### config.mk
export PLATFORM = sky130hd
export DESIGN_NAME = shift_reg_piso
export DESIGN_NICKNAME = d
export VERILOG_FILES = /design/src/rtl/shift_reg_piso.sv
export SDC_FILE = /design/constraint.sdc
export NUM_CORES = 1
export LEC_CHECK = 0
export CORE_AREA = 2 2 39 41
export DETAILED_ROUTE_END_ITERATION = 10
export DIE_AREA = 0 0 41 43
export PLACE_DENSITY = 0.52
export SYNTH_ARGS = -nofsm -noshare
export SYNTH_HDL_FRONTEND = slang
export SYNTH_SLANG_ARGS = --single-unit
### constraint.sdc
create_clock -name clk -period 1.5 [get_ports clk]
set_clock_uncertainty 0.2 [all_clocks]
set_input_delay 0.375 -clock clk [delete_from_list [all_inputs] [get_ports clk]]
set_output_delay 0.375 -clock clk [all_outputs]
set_load 0.01 [all_outputs]
### src/rtl/shift_reg_piso.sv
// shift_reg_piso: parallel-in serial-out shifter with load handshake, streams words back-to-back
module shift_reg_piso #(
  parameter int WIDTH     = 4,
  parameter bit LSB_FIRST = 0
) (
  input  logic             clk,
  input  logic             reset,
  input  logic [WIDTH-1:0] din,
  input  logic             load_valid,
  output logic             load_ready,
  output logic             q,
  output logic             q_valid,
  output logic             last,
  output logic             busy
);
  localparam int CW = $clog2(WIDTH);
  typedef enum logic {IDLE, SHIFT} state_t;
  state_t           state, state_n;
  logic [WIDTH-1:0] sreg, sreg_n;
  logic [CW-1:0]    cnt, cnt_n;
  logic             xfer;
  assign last       = state == SHIFT && cnt == CW'(WIDTH - 1);
  assign load_ready = !reset && (state == IDLE || last);
  assign xfer       = load_valid && load_ready;
  assign q_valid    = state == SHIFT;
  assign busy       = q_valid;
  assign q          = LSB_FIRST ? sreg[0] : sreg[WIDTH-1];
  // a reload in the last cycle wins over returning to idle, so words stream gap-free
  always_comb begin
    state_n = state;
    sreg_n  = sreg;
    cnt_n   = cnt;
    if (xfer) begin
      state_n = SHIFT;
      sreg_n  = din;
      cnt_n   = '0;
    end else if (last) begin
      state_n = IDLE;
      sreg_n  = '0;
    end else if (state == SHIFT) begin
      sreg_n = LSB_FIRST ? sreg >> 1 : sreg << 1;
      cnt_n  = cnt + 1'b1;
    end
  end
  always_ff @(posedge clk or posedge reset) begin
    if (reset) begin
      state <= IDLE;
      sreg  <= '0;
      cnt   <= '0;
    end else begin
      state <= state_n;
      sreg  <= sreg_n;
      cnt   <= cnt_n;
    end
  end
endmodule

==> report_table.html <==
<table>
<tr><th>Metric</th><th>Value</th></tr>
<tr><th colspan="2">Final layout</th></tr>
<tr><td>Share of final-layout standard cells stronger than drive strength 1</td><td>43.8%</td></tr>
<tr><td>ANT cells</td><td>0</td></tr>
<tr><td>Most used cells in the layout excluding fill and tap cells</td><td>sky130_fd_sc_hd__buf_4, sky130_fd_sc_hd__dfrtp_1, sky130_fd_sc_hd__nand2_1, sky130_fd_sc_hd__clkdlybuf4s50_1</td></tr>
<tr><td>Area Overhead vs Synth</td><td>78.2%</td></tr>
<tr><td>Net count of the finished layout</td><td>73</td></tr>
<tr><td>Non-Filler Cell Area, Final</td><td>633 sq um</td></tr>
<tr><td>Leading cell type in the layout, fill and taps excluded</td><td>sky130_fd_sc_hd__buf_4</td></tr>
<tr><td>Core occupancy in the finished layout</td><td>a little under half</td></tr>
<tr><th colspan="2">Power and ir drop</th></tr>
<tr><td>Power Dens Cells</td><td>approximately 1800 nW/um^2</td></tr>
<tr><td>P_leak</td><td>~0.32 nW</td></tr>
<tr><td>Largest vdd supply drop</td><td>roughly 760 uV</td></tr>
<tr><td>Total power draw</td><td>between 1 and 1.5 mW</td></tr>
<tr><th colspan="2">Flow run</th></tr>
<tr><td>Max-cap viol count</td><td>0</td></tr>
<tr><th colspan="2">STA</th></tr>
<tr><td>RSZ-0062 raised after global routing</td><td>true</td></tr>
<tr><td>Setup TNS</td><td>-0.590 ns</td></tr>
<tr><td>Smallest setup slack after layout</td><td>-0.305 ns</td></tr>
<tr><td>Achievable clock frequency</td><td>around 550 MHz</td></tr>
<tr><td>Worst Hold Slack</td><td>approximately 0.29 ns</td></tr>
<tr><td>Worst max-slew margin expressed relative to the limit</td><td>roughly 80%</td></tr>
<tr><td>Max Transition Viols Final</td><td>0</td></tr>
<tr><td>Number of setup violations in the final report</td><td>2</td></tr>
<tr><td>Final count of hold timing violations</td><td>0</td></tr>
<tr><td>Shortest clock period the worst path allows after layout</td><td>about 1.8 ns</td></tr>
<tr><td>Least-Margin Pin Slew</td><td>~0.27 ns</td></tr>
<tr><td>Final cycle utilization of the critical path</td><td>120%</td></tr>
<tr><th colspan="2">Worst setup path</th></tr>
<tr><td>Worst endpoint data arrival time</td><td>about 1.2 ns</td></tr>
<tr><td>Critical Path Fanout Max</td><td>3</td></tr>
<tr><td>Data required time at the worst endpoint</td><td>roughly 0.9 ns</td></tr>
<tr><td>CP endpoint kind</td><td>output port</td></tr>
<tr><td>Setup crit start kind</td><td>flop</td></tr>
<tr><td>Critical setup path kind</td><td>reg -&gt; out</td></tr>
<tr><th colspan="2">GRT</th></tr>
<tr><td>Initial antenna violation count</td><td>0</td></tr>
<tr><td>Number of global-route vias before repair</td><td>~330</td></tr>
<tr><td>Pin count of the biggest net entering global routing</td><td>8</td></tr>
<tr><td>Total grt overflow</td><td>0</td></tr>
<tr><td>GRT Resource Usage Total</td><td>13.2%</td></tr>
<tr><td>First-pass GRT wire length</td><td>roughly 1.4 mm</td></tr>
<tr><th colspan="2">Synthesis</th></tr>
<tr><td>Share of synthesized cell area in full adder, half adder and majority cells</td><td>3.52%</td></tr>
<tr><td>Top post-synthesis cells by area</td><td>sky130_fd_sc_hd__dfrtp_1, sky130_fd_sc_hd__a32oi_1, sky130_fd_sc_hd__nand2_1</td></tr>
<tr><td>Simple-gate area share of the yosys netlist</td><td>a little under a quarter</td></tr>
<tr><td>Syn nets</td><td>43</td></tr>
<tr><td>Complex-gate fraction of the synthesized area</td><td>16.5%</td></tr>
<tr><td>Number of flip-flops and latches in the synthesized netlist</td><td>7</td></tr>
<tr><td>Synthesized-area fraction occupied by xor and xnor cells</td><td>0%</td></tr>
<tr><td>Synthesized cell area</td><td>roughly 360 sq um</td></tr>
<tr><td>Cell count after synthesis</td><td>35</td></tr>
<tr><td>Count of yosys warnings during synthesis</td><td>0</td></tr>
<tr><td>Share of synthesized area occupied by flip-flops and latches</td><td>slightly below 50%</td></tr>
<tr><td>Cell type with the highest aggregate area in the netlist</td><td>sky130_fd_sc_hd__dfrtp_1</td></tr>
<tr><td>Multiplexer share of the synthesized area</td><td>about 2.8%</td></tr>
<tr><td>Area fraction of the dominant cell type after synthesis</td><td>49.3%</td></tr>
<tr><td>Largest family of logic cells by synthesized area</td><td>simple AND/OR/NAND/NOR gates</td></tr>
<tr><td>Distinct cell type count of the synthesized netlist</td><td>15</td></tr>
<tr><td>Mean instance size in the synthesized netlist</td><td>between 10 and 15 sq um</td></tr>
<tr><th colspan="2">Clock network</th></tr>
<tr><td>Worst-skew pair later-pin latency</td><td>approximately 0.25 ns</td></tr>
<tr><td>Deepest level of the CTS H-tree</td><td>1</td></tr>
<tr><td>Number of buffers created by CTS</td><td>3</td></tr>
<tr><td>Maximum clock path buffer count</td><td>2</td></tr>
<tr><td>Root buffer selected by CTS</td><td>sky130_fd_sc_hd__clkbuf_4</td></tr>
<tr><td>CTS clk-pin slew, worst paths</td><td>0.05 ns</td></tr>
<tr><td>CTS tree</td><td>built</td></tr>
<tr><td>Cts hold-fix bufs</td><td>0</td></tr>
<tr><td>Number of sinks handled by clock tree synthesis</td><td>7</td></tr>
<tr><th colspan="2">Placed design</th></tr>
<tr><td>Global placement routability congestion</td><td>between 0.6 and 0.7</td></tr>
<tr><td>IO buf count</td><td>11</td></tr>
<tr><td>Placed Instance Area</td><td>around 540 sq um</td></tr>
<tr><td>Sum of net half-perimeters after detailed placement</td><td>roughly 610 um</td></tr>
<tr><th colspan="2">Die</th></tr>
<tr><td>Area of the core</td><td>1380 sq um</td></tr>
<tr><td>Floorplan die height</td><td>~43 um</td></tr>
<tr><td>Area of the die</td><td>between 1500 and 2000 sq um</td></tr>
<tr><td>Rows</td><td>14</td></tr>
<tr><td>Number of placed I/O pins</td><td>12</td></tr>
<tr><td>X dimension of the die</td><td>~41 um</td></tr>
<tr><td>Initial Utilization</td><td>25.7%</td></tr>
<tr><th colspan="2">Route</th></tr>
<tr><td>Number of vias in the routed layout</td><td>364</td></tr>
<tr><td>Number of antenna-violating nets in the routed design</td><td>0</td></tr>
<tr><td>Routed via count divided by cell count</td><td>between 4 and 5</td></tr>
<tr><td>Pre-antenna DRT Iters</td><td>4</td></tr>
<tr><td>Routed len/inst</td><td>between 10 and 15 um</td></tr>
<tr><td>Wire length reported by the detailed router</td><td>between 800 and 900 um</td></tr>
<tr><td>Starting DRC count in detailed routing</td><td>8</td></tr>
<tr><td>Number of DRC violations after detailed routing</td><td>0</td></tr>
<tr><th colspan="2">Run status</th></tr>
<tr><td>Result of the run</td><td>complete, but fails checks</td></tr>
<tr><td>Failing checks</td><td>negative setup slack</td></tr>
<tr><th colspan="2">Min path</th></tr>
<tr><td>HP Class</td><td>reg -&gt; reg</td></tr>
</table>
critical path, cell delays in order, from the launching register on:
cell                      delay [ns]
sky130_fd_sc_hd__dfrtp_1        0.38
sky130_fd_sc_hd__ha_2           0.20
sky130_fd_sc_hd__and2b_4        0.24
sky130_fd_sc_hd__nor2_1         0.03
sky130_fd_sc_hd__buf_2          0.13
metrics by stage:
step | worst slack [ns] | std cells
after global routing | -0.361 | 80
final | -0.305 | 80
after global placement | -0.497 | 69
after detailed placement | -0.505 | 69
after floorplan | 0.00221 | 35
after CTS | -0.306 | 76
sequential cells by signal (all words and copies together) (netlist names):
register and count:
busy 1, cnt 2, sreg 4
where the power goes:
group | internal [mW] | total [mW] | leakage [nW] | switching [mW]
clock network | 0.101 | 0.169 | 0.0150 | 0.0680
registers | 0.268 | 0.314 | 0.0888 | 0.0456
logic | 0.392 | 0.662 | 0.218 | 0.270
synthesized netlist by cell type (all sizes together):
cell type / instances
o21ai: 2
mux2i: 1
nor2b: 1
nand2b: 2
and2b: 1
dfrtp: 7
o211ai: 3
nor2: 1
buf: 1
nand3: 3
ha: 1
and2: 1
inv: 2
a32oi: 3
nand2: 6
final cells by class:
cell class | instances | area, sq um
Clock buffer | 4 | 26.3
Tap cell | 16 | 20.0
Sequential cell | 7 | 175
Fill cell | 140 | 751
Timing Repair Buffer | 26 | 219
Multi-Input combinational cell | 25 | 185
Inverter | 2 | 7.51
kinds of logic after synthesis:
group	count (synthesis)
AOI/OAI and AO/OA	8
buffers and inverters	3
muxes	1
DFF	7
adders and majority gates	1
and+or+nand+nor	15
worst paths after layout:
check / from / endpoint / slack (ns) / depth (start not counted)
max: cnt[1] / load_ready / -0.30 / 4
min: sreg[2] / sreg[3] / 0.29 / 2
max reg2reg: cnt[1] / cnt[0] / 0.07 / 6
min reg2reg: sreg[2] / sreg[3] / 0.29 / 2
max in group asynchronous: reset / sreg[3] / 0.55 / 3
min in group asynchronous: reset / cnt[1] / 0.34 / 3
per-layer routing:
layer | vias to the layer above | GRT usage [%] | routed length [um]
li1 | 182 | - | -
met1 | 166 | 17.2 | 430
met2 | 14 | 15.9 | 375
met3 | 2 | 4.71 | 69
met4 | 0 | 12.0 | 14
met5 | - | 0 | 0
repair_timing:
item | CTS | global route
setup endpoints to repair | 8 | 7
gates cloned | 0 | 0
gates resized for setup | 20 | 6
setup buffers | 3 | 5
pin swaps | 1 | 0
Note: power is estimated with default switching activity, not from simulation.
==> edit 1 (same settings) <==
Set the parameter `WIDTH` to 2 (it was 4).
--- a/src/rtl/shift_reg_piso.sv
+++ b/src/rtl/shift_reg_piso.sv
@@ -1,6 +1,6 @@
 // shift_reg_piso: parallel-in serial-out shifter with load handshake, streams words back-to-back
 module shift_reg_piso #(
-  parameter int WIDTH     = 4,
+  parameter int WIDTH     = 2,
   parameter bit LSB_FIRST = 0
 ) (
   input  logic             clk,
Ports: changed (resized din); port bits go from 12 to 10. The function was not compared with the original's and may differ.
==> edit 1 against the original RTL <==
- the flow still finishes with violations (setup timing)
- design area fell by 38%
- total power is 45% lower
- worst setup slack better by 0.21 ns
- critical path depth shrank 1
- area after synthesis shrank 43%
- routed wire length decreased by 37%
- sequential cell count shrank 3
- clock power shrank 21%
- largest power group unchanged
==> edit 1: results <==
[yosys]
synth_area_leaders = "dfrtp_1, mux2i_1, a32oi_1"
synth.top_cells.by_count = "dfrtp_1, mux2i_1"
async_flop_share_pct = 100
synthesis.nets = 24
synth_cell_type_count = 15
ys_seq_area_share_pct = 49.7

[finish]
largest_register_ffs = 2
layout-drive-gt1-share_pct = 48.6
fillers = 142
finalNetCount = 44

[setup_path]
reg2reg_slack_ns = 0.29
timing.rr.end = "sreg[1]"
r2r.worst_path.cells = 4
r2r_start = "busy"
worstPathArrival_ns = 1.02

[grt]
grt_pass1_vias = 235
grt.total_usage_pct = 8.07
grt_pass1_wl_um = 876
grt_max_degree = 5
antenna_found_initial = 0

[sta]
relSlewSlack_pct = 89.6
fin_ws_ns = -0.0905
finalMaxSlewViolations = 0
final-setup-viol-count = 4

[drt]
routedWlPerCell_um = 10.5
num_vias = 199
dr.pass1.iters = 3
drt-initial-drc-count = 2

[power_and_ir_drop]
irDropWorstVdd_v = 0.000323
leakagePower_uw = 0.000198

[outcome]
violations = "setup timing"
status = "complete, but fails checks"

[placement]
dp_slack_ns = -0.516
place_congestion = 0.634

[hold_path]
hold_path.class = "in -> async"

[clock_network]
cts_buffers = 3
cts_setup_buffers = 0
clock_path_buffers = 2
clock_latency_ns = 0.23
==> edit 1: final cells by class <==
class | count | area (um^2) | share of cell area (%)
timing repair buffer | 16 | 146 | 37.1
multi-input combinational | 13 | 101 | 25.7
sequential | 4 | 100 | 25.4
clock buffer | 3 | 22.5 | 5.71
tap | 16 | 20.0 | 5.08
inverter | 1 | 3.75 | 0.952
==> edit 1: kinds of logic after synthesis <==
kind of cell / synth area share, %
multiplexers: 9.94
AO/OA/AOI/OAI: 13.0
flip-flops: 49.7
AND/OR/NAND/NOR: 21.7
buffers and inverters: 5.59
==> edit 1: worst max-delay path by stage <==
stage	slack, ns	from	endpoint	cells after the start
3_3_place_gp	-0.50	reset	load_ready	3
2_1_floorplan	0.16	busy	load_ready	2
4_1_cts	-0.09	busy	last	3
6_report	-0.09	busy	last	3
3_5_place_dp	-0.52	reset	load_ready	3
5_1_grt	-0.14	busy	last	3
==> edit 1: worst max-delay path, stage by stage, from the launching register on <==
cell	delay, ns
dfrtp_1	0.40
buf_6	0.13
and2_4	0.14
buf_6	0.11
==> edit 1: power by group <==
group          switching (uW)  internal [uW]  total [uW]
combinational             111            199         310
clock                    43.5           89.5         133
sequential               38.2            152         190
total                     193            441         633
==> edit 1: repair_timing <==
action / 4_1_cts / 5_1_grt
hold buffers: 0 / 0
pin swaps: 1 / 0
gates resized for setup: 25 / 2
endpoints found under the setup margin: 8 / 4
==> edit 1: per-layer routing <==
metal,vias to the layer above,part of all wire [%],GRT usage (%)
li1,102,-,-
met1,87,36,6.54
met4,0,0,10.0
met3,0,12,3.14
met2,10,52,12.2
met5,-,0,0
==> edit 1: stage by stage <==
stage	instances	setup TNS (ns)	instance area, um^2	hold WS (ns)	util (%)
after floorplan	19	0	201	-0.0589	-
after global placement	50	-1.85	357	0.284	25.8
after detailed placement	50	-2.02	357	0.313	25.8
after CTS	53	-0.263	387	0.107	27.9
after global routing	53	-0.487	394	0.136	28.5
final	53	-0.226	394	0.107	28.5
==> edit 2 (same settings) <==
Without the edit above. Make the reset (`reset`) synchronous in one clocked block.
--- a/src/rtl/shift_reg_piso.sv
+++ b/src/rtl/shift_reg_piso.sv
@@ -42,7 +42,7 @@
       cnt_n  = cnt + 1'b1;
     end
   end
-  always_ff @(posedge clk or posedge reset) begin
+  always_ff @(posedge clk) begin
     if (reset) begin
       state <= IDLE;
       sreg  <= '0;
Function: differs if reset is asserted again (counterexample within 4 cycles, from zero or initial values and one cycle with reset high); with reset held inactive, the same outputs for 10 cycles.
==> edit 2 against the original RTL <==
- worst setup slack better by 0.20 ns
- routed wire length is 17% lower
- critical path type unchanged
- non-clock buffer count is 8 lower
- sequential cell count stayed put
- design area is 15% lower
- area after synthesis is 1.8% lower
- the flow still finishes with violations (setup timing)
- critical path depth stayed put
- sequential share of layout area is 1.2 points lower
- critical endpoint unchanged
- hold slack better by 0.038 ns
Power is not compared: it rests on default switching activity, and its combinational part moved more than twofold at a synthesized area within 25%.
==> edit 2: results <==
[yosys]
async_flop_share_pct = 0
synth.top_cells.by_count = "dfxtp_1, mux2i_1, a32oi_1, nor2_1, o22ai_1"
synth_area_leaders = "dfxtp_1, mux2i_1, a32oi_1"
syn_area_per_cell_um2 = 9.70
ys_seq_area_share_pct = 40.1
synthesis.nets = 44
synth_cell_type_count = 19

[clock_network]
ctsRootBufferMaster = "clkbuf_4"
cts_buffers = 3
clk_pin_slew_ns = 0.05
htree_levels = 1

[finish]
layout-drive-gt1-share_pct = 33.3
diodes = 0
finalNetCount = 63

[drt]
wirelength_um = 741
num_vias = 336
drt-initial-drc-count = 2
routed_via_density = 4.80

[power_and_ir_drop]
leakagePower_uw = 0.000230
irDropWorstVdd_v = 0.000401

[sta]
period_share_pct = 107
fin_setup_tns_ns = -0.243
fin_ws_ns = -0.107
final-setup-viol-count = 3
finalMaxSlewViolations = 0
relSlewSlack_pct = 90.8

[setup_path]
path_max_fanout = 3
worstPathArrival_ns = 1.03

[grt]
grt_max_degree = 9
grt_pass1_vias = 286
antenna_found_initial = 0
grt.total_usage_pct = 11.2
grt_pass1_wl_um = 1260

[placement]
place_congestion = 0.662
dp_cells = 65
post-dp-hpwl_um = 521
port_buffers = 11
dp_slack_ns = -0.512

[outcome]
status = "complete, but fails checks"
violations = "setup timing"

[hold_path]
hold_path.class = "reg -> reg"
-- edit 2: metal layers --
metal | vias up | wire length [um] | track usage (%)
li1 | 168 | - | -
met1 | 152 | 323 | 13.7
met2 | 14 | 337 | 15.0
met3 | 2 | 60 | 6.28
met4 | 0 | 20 | 6.00
met5 | - | 0 | 0
-- edit 2: path summary, 6_finish.rpt --
check / from / depth (start not counted) / slack [ns] / to
setup / recovery: cnt[0] / 4 / -0.11 / load_ready
hold / removal: sreg[0] / 2 / 0.33 / sreg[0]
setup reg to reg: cnt[0] / 5 / 0.06 / cnt[1]
hold reg to reg: sreg[0] / 2 / 0.33 / sreg[0]
-- edit 2: power by group --
group	switching (uW)	leakage (uW)	internal [uW]
logic	36.3	0.000157	54.3
clock network	72.5	0.0000150	102
registers	7.52	0.0000584	199
total	116	0.000230	354
-- edit 2: layout make-up --
type | count | area [um^2]
clock buffers | 4 | 26.3
fillers | 136 | 845
multi-input cells | 25 | 201
flip-flops and latches | 7 | 143
well taps | 16 | 20.0
repair buffers | 18 | 149
-- edit 2: per-stage QoR --
stage | power, uW | hold slack (ns) | area (um^2)
after floorplan | 254 | 0.302 | 349
after global placement | 298 | 0.330 | 497
after detailed placement | 297 | 0.333 | 497
after CTS | 468 | 0.349 | 527
after global routing | 503 | 0.365 | 539
final | 471 | 0.326 | 539
-- edit 2: cell families after synthesis --
| family | after synthesis | synth area share, % |
|---|---|---|
| buffers and inverters | 4 | 7.88 |
| and+or+nand+nor | 11 | 18.3 |
| muxes | 5 | 14.3 |
| AOI/OAI and AO/OA | 8 | 15.8 |
| DFF | 7 | 40.1 |
| adders and majority gates | 1 | 3.58 |
-- edit 2: worst max-delay path, stage by stage, from the launching register on --
cell	delay (ns)
dfxtp_2	0.33
ha_4	0.17
nor2b_4	0.11
nor2_1	0.04
buf_2	0.13
-- edit 2: repair_timing --
item                                   4_1_cts  5_1_grt
endpoints found under the hold margin        0        0
buffers inserted                             0        1
pin swaps                                    2        2
setup endpoints to repair                    6        8
gates resized for setup                     16        5
